**src/rtl/muldiv_sequencer.sv**
```systemverilog
// Iterative radix-2 RV32M multiply/divide/remainder unit beside the Execute ALU.
// It accepts one op in IDLE, stalls Execute while it runs and offers the result for one cycle in DONE.
//
// state | meaning
// IDLE  | waiting for an accepted M-op
// RUN   | one shift-add / shift-subtract iteration per cycle
// FIXUP | sign correction and word select into result
// DONE  | result valid; held while Execute is stalled
module muldiv_sequencer #(
  parameter int WIDTH = 32
) (
  input  logic             clock,
  input  logic             reset,
  input  logic             start,
  input  logic [2:0]       operation,
  input  logic [WIDTH-1:0] operandA,
  input  logic [WIDTH-1:0] operandB,
  input  logic             flush,
  input  logic             stall,
  output logic             stallRequest,
  output logic             resultValid,
  output logic [WIDTH-1:0] result
);

  localparam int CW = (WIDTH > 1) ? $clog2(WIDTH) : 1;

  typedef enum logic [1:0] {IDLE, RUN, FIXUP, DONE} state_t;

  state_t               state;
  logic [CW-1:0]        counter;
  logic [2*WIDTH-1:0]   acc;
  logic [WIDTH-1:0]     opb;
  logic                 is_div;
  logic                 take_high;
  logic                 negate;

  logic                 in_div;
  logic                 a_signed;
  logic                 b_signed;
  logic                 sign_a;
  logic                 sign_b;
  logic [WIDTH-1:0]     mag_a;
  logic [WIDTH-1:0]     mag_b;
  logic                 neg_in;
  logic                 high_in;
  logic                 div_zero;
  logic                 overflow;
  logic [WIDTH-1:0]     special_val;

  logic [WIDTH:0]       mul_sum;
  logic [WIDTH:0]       div_trial;
  logic [2*WIDTH-1:0]   mul_next;
  logic [2*WIDTH-1:0]   div_next;
  logic [2*WIDTH-1:0]   prod_fix;
  logic [WIDTH-1:0]     word;
  logic [WIDTH-1:0]     word_fix;
  logic [WIDTH-1:0]     fixed;

  localparam logic [WIDTH-1:0] MIN_NEG  = {1'b1, {(WIDTH-1){1'b0}}};
  localparam logic [WIDTH-1:0] ALL_ONES = {WIDTH{1'b1}};

  // Operand decode for the op being offered in IDLE.
  always_comb begin
    in_div   = operation[2];
    a_signed = (operation == 3'b001) || (operation == 3'b010) ||
               (operation == 3'b100) || (operation == 3'b110);
    b_signed = (operation == 3'b001) || (operation == 3'b100) || (operation == 3'b110);
    sign_a   = a_signed & operandA[WIDTH-1];
    sign_b   = b_signed & operandB[WIDTH-1];
    mag_a    = sign_a ? (~operandA + 1'b1) : operandA;
    mag_b    = sign_b ? (~operandB + 1'b1) : operandB;
    // Remainder takes the dividend sign; everything else the product/quotient sign.
    neg_in   = (operation == 3'b110) ? sign_a : (sign_a ^ sign_b);
    high_in  = operation[2] ? operation[1] : (operation[1:0] != 2'b00);
    div_zero = in_div && (operandB == '0);
    overflow = in_div && !operation[0] && (operandA == MIN_NEG) && (operandB == ALL_ONES);
    if (div_zero)
      special_val = operation[1] ? operandA : ALL_ONES;
    else
      special_val = operation[1] ? '0 : MIN_NEG;
  end

  always_comb begin
    mul_sum   = {1'b0, acc[2*WIDTH-1:WIDTH]} + (acc[0] ? {1'b0, opb} : {(WIDTH+1){1'b0}});
    div_trial = acc[2*WIDTH-1:WIDTH-1] - {1'b0, opb};
    mul_next  = {mul_sum, acc[WIDTH-1:1]};
    div_next  = div_trial[WIDTH] ? {acc[2*WIDTH-2:0], 1'b0}
                                 : {div_trial[WIDTH-1:0], acc[WIDTH-2:0], 1'b1};
    prod_fix  = negate ? (~acc + 1'b1) : acc;
    word      = take_high ? acc[2*WIDTH-1:WIDTH] : acc[WIDTH-1:0];
    word_fix  = negate ? (~word + 1'b1) : word;
    if (is_div)
      fixed = word_fix;
    else
      fixed = take_high ? prod_fix[2*WIDTH-1:WIDTH] : prod_fix[WIDTH-1:0];
  end

  assign stallRequest = ((state == IDLE) && start && !flush) || (state == RUN) || (state == FIXUP);

  always_ff @(posedge clock or negedge reset) begin
    if (!reset) begin
      state       <= IDLE;
      counter     <= '0;
      acc         <= '0;
      opb         <= '0;
      is_div      <= 1'b0;
      take_high   <= 1'b0;
      negate      <= 1'b0;
      result      <= '0;
      resultValid <= 1'b0;
    end else if (flush) begin
      state       <= IDLE;
      counter     <= '0;
      resultValid <= 1'b0;
    end else begin
      case (state)
        IDLE: begin
          if (start) begin
            if (div_zero || overflow) begin
              result      <= special_val;
              resultValid <= 1'b1;
              state       <= DONE;
            end else begin
              acc       <= {{WIDTH{1'b0}}, mag_a};
              opb       <= mag_b;
              is_div    <= in_div;
              take_high <= high_in;
              negate    <= neg_in;
              counter   <= CW'(WIDTH - 1);
              state     <= RUN;
            end
          end
        end
        RUN: begin
          acc <= is_div ? div_next : mul_next;
          if (counter == '0)
            state <= FIXUP;
          else
            counter <= counter - 1'b1;
        end
        FIXUP: begin
          result      <= fixed;
          resultValid <= 1'b1;
          state       <= DONE;
        end
        DONE: begin
          if (!stall) begin
            resultValid <= 1'b0;
            state       <= IDLE;
          end
        end
        default: state <= IDLE;
      endcase
    end
  end

endmodule

```
**config.mk**
```make
export PLATFORM = sky130hd
export DESIGN_NAME = muldiv_sequencer
export DESIGN_NICKNAME = d
export VERILOG_FILES = /design/src/rtl/muldiv_sequencer.sv
export SDC_FILE = /design/constraint.sdc
export NUM_CORES = 1
export LEC_CHECK = 0
export ABC_AREA = 1
export CORE_MARGIN = 4
export CORE_UTILIZATION = 35
export CTS_CLUSTER_DIAMETER = 50
export DETAILED_ROUTE_END_ITERATION = 12
export PLACE_DENSITY_LB_ADDON = 0.2
export SLEW_MARGIN = 15
export SYNTH_ARGS = -nofsm -noshare
export SYNTH_HDL_FRONTEND = slang
export SYNTH_SLANG_ARGS = --single-unit
```
**constraint.sdc**
```tcl
create_clock -name clock -period 6.2 [get_ports clock]
set_clock_uncertainty 0.15 [all_clocks]
set_input_delay 1.55 -clock clock [delete_from_list [all_inputs] [get_ports clock]]
set_output_delay 1.55 -clock clock [all_outputs]
set_load 0.02 [all_outputs]
```
==> impl_metrics.yaml, run 1 <==
drt:
  drtPass1Iterations: 6
  routedWlPerCell_um: 19.45
  drt-total-wl_um: 76010
  antenna_left: 0
  drt_iter0_drc: 2252
  vias: 21470
  routed_via_density: 5.493
  remaining_drc_errors: 0
clocking:
  cts_sinks: 139
  clkLatencyLatePin_ns: 0.49
  postCtsResizedCells: 0
  h-tree-depth: 4
  cts_setup_buffers: 0
  clkTransAtPathRegs_ns: 0.06
  cts_hold_buf: 0
  cts_buffers: 17
  cts_tree: "built"
  cts_root_buf: "clkbuf_16"
  cts.path.max_buffers: 2
timing:
  finalSetupViolCount: 0
  hold_ws_ns: 0.3757
  fin_crit_sh_pct: 80.15
  timing.fmax_ghz: 0.2012
  finalHoldViolations: 0
  worstMarginPinSlew_ns: 1.005
  tns_ns: 0
  grt_setup_unrepaired: "false"
  slew_viol_final: 0
  period_minus_slack_ns: 4.969
  max_slew_margin_pct: 32.41
synth:
  synth-compound-area-share_pct: 16.94
  synthXorXnorAreaFrac_pct: 2.451
  ys.flop_type: "dfrtp_1"
  yosysWarnings: 0
  synthesis.nets: 3344
  yosys_register_bits: 139
  synth_cell_type_count: 51
  avgSynthCellArea_um2: 5.593
  netlist_area_um2: 17870
  synth_simple_gate_area_share_pct: 45.05
  synth-edff-count: 0
  synth_top_family_by_area: "simple AND/OR/NAND/NOR gates"
  netlist_instances: 3195
  async_reset_ff_share_pct: 100.0
  synth_top_area_share_pct: 20.27
  synthTopCellsByArea: "nand2_1 (20%), dfrtp_1 (19%), nor2_1 (9.9%)"
  yosys.area.top_type: "nand2_1"
  synth-adder-area-share_pct: 5.475
  yosysSeqAreaShare_pct: 19.47
  muxShareOfSynthArea_pct: 0
final_layout:
  nets: 3372
  final_util_pct: 39.54
  n_antenna_cell: 0
  final_area_um2: 19880
  area_delta_synth_final_pct: 11.25
  final_layout_size_suffix_gt1_share_pct: 3.430
pwr:
  peakVddDrop_v: 0.0002347
  power.density_nw_per_um2: 639.1
  fin_total_pwr_mw: 12.71
  p_leak_nw: 9.590
grt:
  grt_antenna_before_repair: 0
  grt_use_total_pct: 27.18
  grt_max_degree: 140
  grt_overflow: 0
  grt_pass1_vias: 18960
  grt_first_pass_wirelength_um: 114400
worst_setup_path:
  cp.arrival_ns: 3.27
  critPathKind: "in -> out"
  start_kind: "input pin"
  path_max_fanout: 7
  critPathRequiredTime_ns: 4.50
  r2r_cells: 18
  worstSetupEndpointType: "primary output"
place:
  post_dp_cell_area_um2: 19270
  place.gp.congestion: 1.023
  dp_hpwl_um: 59700
  io_buffers: 105
floorplanning:
  start_util_pct: 35.55
  die-height_um: 234.0
  dieWidth_um: 234.0
  row_count: 82
  ios: 106
  core_um2: 50270
  fp.dieArea_um2: 54730
run_status:
  status: "finished clean"
worst_hold_path:
  worstHoldPathCells: 1
  min_path_type: "reg -> reg"
flow_run:
  cap_violations: 0
## layout by cell type, fill, tap and decap left out, types with 6 or more instances in the layout
| cell | count |
|---|---|
| nand4_1 | 53 |
| nand2_2 | 16 |
| buf_4 | 14 |
| nor4_1 | 10 |
| nand2_1 | 965 |
| o21ai_1 | 55 |
| clkbuf_16 | 17 |
| xnor2_1 | 7 |
| nand3b_1 | 25 |
| nor2_2 | 8 |
| inv_1 | 324 |
| ha_1 | 75 |
| o21ai_0 | 228 |
| dfrtp_1 | 136 |
| a31oi_1 | 17 |
| inv_2 | 7 |
| xor2_1 | 43 |
| clkdlybuf4s50_1 | 104 |
| o211ai_1 | 11 |
| nand3_2 | 7 |
| a21oi_1 | 226 |
| nor3_1 | 34 |
| o21bai_1 | 7 |
| or2_2 | 9 |
| o31ai_1 | 6 |
| o21a_1 | 7 |
| nor2_1 | 469 |
| nand3_1 | 295 |
## final cells by class
class	instances	area, um^2
Clock buffer	22	444.2
Clock inverter	10	166.4
Fill cell	5780	30390
Inverter	336	1266
Multi-Input combinational cell	2609	12500
Sequential cell	139	3485
Tap cell	672	840.8
Timing Repair Buffer	120	1177
## worst max-delay path, stage by stage
cell and delay, ns:
clkdlybuf4s50_1 0.53, nor2_1 0.29, inv_1 0.09, o211ai_1 0.17
clkdlybuf4s50_1 0.64
## worst paths after layout
kind / slack (ns) / start / endpoint
max in group asynchronous: 4.18 / reset / result[25]
min in group asynchronous: 0.94 / reset / opb[27]
max reg2reg: 2.18 / acc[31] / acc[57]
min: 0.38 / resultValid / resultValid
max: 1.23 / flush / stallRequest
min reg2reg: 0.38 / resultValid / resultValid
## cells in the mapped netlist (17+ instances only)
master    number
buf_2         27
nand3_1      295
nand3b_1      25
clkbuf_1      38
o21ai_1       55
nor3_1        34
xor2_1        43
ha_1          75
o21ai_0      228
nand2_1      965
a31oi_1       17
dfrtp_1      139
nand4_1       53
inv_1        324
nor2_1       470
a21oi_1      226
## metal layers
metal | vias up | GRT usage (%) | share of wire [%] | wire length, um
met5 | - | 0 | 0 | 0
met4 | 0 | 7.538 | 2.6 | 2006
met3 | 106 | 5.163 | 8.8 | 6663
met2 | 912 | 39.98 | 42 | 31870
met1 | 9931 | 40.40 | 47 | 35470
li1 | 10520 | - | - | -
## cell families (layout without fill, tap and decap cells)
logic type,Yosys count,after routing
simple gates,1908,1908
flops,139,139
xor+xnor,50,50
fa+ha+maj,77,77
buf+inv,447,488
compound gates,574,574
## power by group
group	switching [mW]	internal, mW	total, mW
registers	0.796	1.35	2.15
logic	6.56	2.86	9.42
clock network	0.465	0.674	1.14
## through the flow
stage	std cells	setup WS [ns]
final	3908	1.231
after global routing	3908	1.090
after CTS	3908	1.243
after detailed placement	3876	1.240
after global placement	3876	1.274
after floorplan	3195	2.322
## sequential cells by signal, summed over array words and instances, names as in the netlist
name / cells
state: 2
negate: 1
result: 32
resultValid: 1
counter: 5
is_div: 1
take_high: 1
acc: 64
opb: 32
No activity file was read; power rests on OpenSTA's default activity.
==> run 2: changes to the inputs <==
==> constraint.sdc (replaced) <==
create_clock -name clock -period 4.5 [get_ports clock]
set_clock_uncertainty 0.15 [all_clocks]
set_input_delay 1.125 -clock clock [delete_from_list [all_inputs] [get_ports clock]]
set_output_delay 1.125 -clock clock [all_outputs]
set_load 0.02 [all_outputs]
==> run 2 against run 1 <==
  * Final area rose by 0.77%
  * Combinational power rose by 40%
  * First-iteration DRC count rose by 8.6%
  * Critical path type unchanged
==> impl_metrics.yaml, run 2 (same netlist as run 1, synthesis figures left out) <==
run_status:
  status: "finished clean"
drt:
  antenna_left: 0
  remaining_drc_errors: 0
  vias: 21260
  routed_via_density: 5.409
  routedWlPerCell_um: 19.09
  drt-total-wl_um: 75040
  drtPass1Iterations: 6
  drt_iter0_drc: 2445
timing:
  tns_ns: 0
  max_slew_margin_pct: 37.61
  finalSetupViolCount: 0
  slew_viol_final: 0
  grt_setup_unrepaired: "false"
  fin_crit_sh_pct: 92.19
  timing.fmax_ghz: 0.2411
  finalHoldViolations: 0
  worstMarginPinSlew_ns: 0.9337
  period_minus_slack_ns: 4.149
worst_setup_path:
  cp.arrival_ns: 2.87
  timing.rr.end: "acc[59]"
  critPathKind: "in -> out"
  path_max_fanout: 7
  worstSetupEndpointType: "primary output"
  r2r_cells: 15
  critPathRequiredTime_ns: 3.22
  start_kind: "input pin"
  crit_path_start: "flush"
  r2r-start: "acc[0]"
  ff2ff_setup_slack_ns: 0.90
final_layout:
  area_delta_synth_final_pct: 12.11
  final_cells: 3930
  layout_common_cells: "nand2_1 (965), nor2_1 (469), inv_1 (324), nand3_1 (295), o21ai_0 (228)"
  largest_reg_flops: 64
  final_layout_size_suffix_gt1_share_pct: 4.082
  top_register: "acc"
  nets: 3394
  n_antenna_cell: 0
  mostFrequentLayoutCell: "nand2_1"
  top_regs: "acc: 64 flops, opb: 32 flops, result: 32 flops"
worst_hold_path:
  hold_end: "resultValid"
  hold_path.startpoint: "resultValid"
  min_path_type: "reg -> reg"
  worstHoldPathCells: 1
grt:
  grt_overflow: 0
  grt_first_pass_wirelength_um: 114000
  grt_max_degree: 133
  grt_antenna_before_repair: 0
  grt_pass1_vias: 19050
  grt_use_total_pct: 26.97
clocking:
  cts.path.max_buffers: 2
  cts_root_buf: "clkbuf_16"
  cts_buffers: 17
  postCtsResizedCells: 0
  cts_hold_buf: 0
  cts_tree: "built"
  cts_sinks: 139
  clkTransAtPathRegs_ns: 0.06
  clkLatencyLatePin_ns: 0.48
  h-tree-depth: 4
  cts_setup_buffers: 0
floorplanning:
  die-height_um: 234.0
  core_um2: 50270
  row_count: 82
  dieWidth_um: 234.0
  start_util_pct: 35.55
  ios: 106
  fp.dieArea_um2: 54730
pwr:
  p_leak_nw: 9.688
  peakVddDrop_v: 0.0003469
  power.density_nw_per_um2: 870.3
flow_run:
  cap_violations: 0
place:
  place_inst: 3898
  io_buffers: 105
  place.gp.congestion: 1.043
  dp_hpwl_um: 59650
## run 2: changes by cell type in the layout (fill, tap and decap cells not counted), sizes merged
cell    previous run  this run
clkbuf            22        23
clkinv             6         7
bufinv             4         2
buf               16        38
## run 2: metal layers
layer | routed length (um) | share of wire (%) | track usage [%] | up-vias
li1 | - | - | - | 10550
met1 | 34890 | 46 | 39.91 | 9752
met2 | 31150 | 42 | 38.90 | 844
met3 | 6649 | 8.9 | 5.673 | 109
met4 | 2356 | 3.1 | 8.671 | 0
met5 | 0 | 0 | 0 | -
## run 2: area by class of cell
type,count,area [um^2]
Sequential cell,139,3485
Inverter,336,1266
Timing Repair Buffer,142,1368
Tap cell,672,840.8
Clock buffer,23,457.9
Clock inverter,9,115.1
Multi-Input combinational cell,2609,12500
Fill cell,5789,30240
## run 2: worst max-delay path by stage
stage / endpoint / slack, ns / depth (start not counted)
detailed placement: opb[26] / 0.34 / 16
CTS: stallRequest / 0.37 / 5
global placement: stallRequest / 0.37 / 5
finish: stallRequest / 0.35 / 5
global route: stallRequest / 0.31 / 5
floorplan: stallRequest / 1.47 / 3
## run 2: worst max-delay path: stages
cell and delay [ns]:
clkdlybuf4s50_1 0.54, nor2_1 0.30, inv_1 0.09, o211ai_1 0.17, clkdlybuf4s50_1 0.65
## run 2: per-stage QoR
stage / utilization [%] / power, mW / hold slack (ns) / worst slack (ns) / cell area, um^2
detailed placement: 38.71 / 15.59 / 0.3498 / 0.3393 / 19460
CTS: 39.85 / 17.13 / 0.3643 / 0.3679 / 20030
finish: 39.85 / 17.43 / 0.3593 / 0.3515 / 20030
floorplan: - / 11.60 / 0.3246 / 1.472 / 17870
global placement: 38.71 / 15.63 / 0.3503 / 0.3689 / 19460
global route: 39.85 / 18.96 / 0.3912 / 0.3080 / 20030
## run 2: where the power goes
part | internal, mW | switching [mW] | total, mW
Sequential | 1.87 | 0.922 | 2.79
Combinational | 4.06 | 9.14 | 13.2
Clock | 0.831 | 0.617 | 1.45
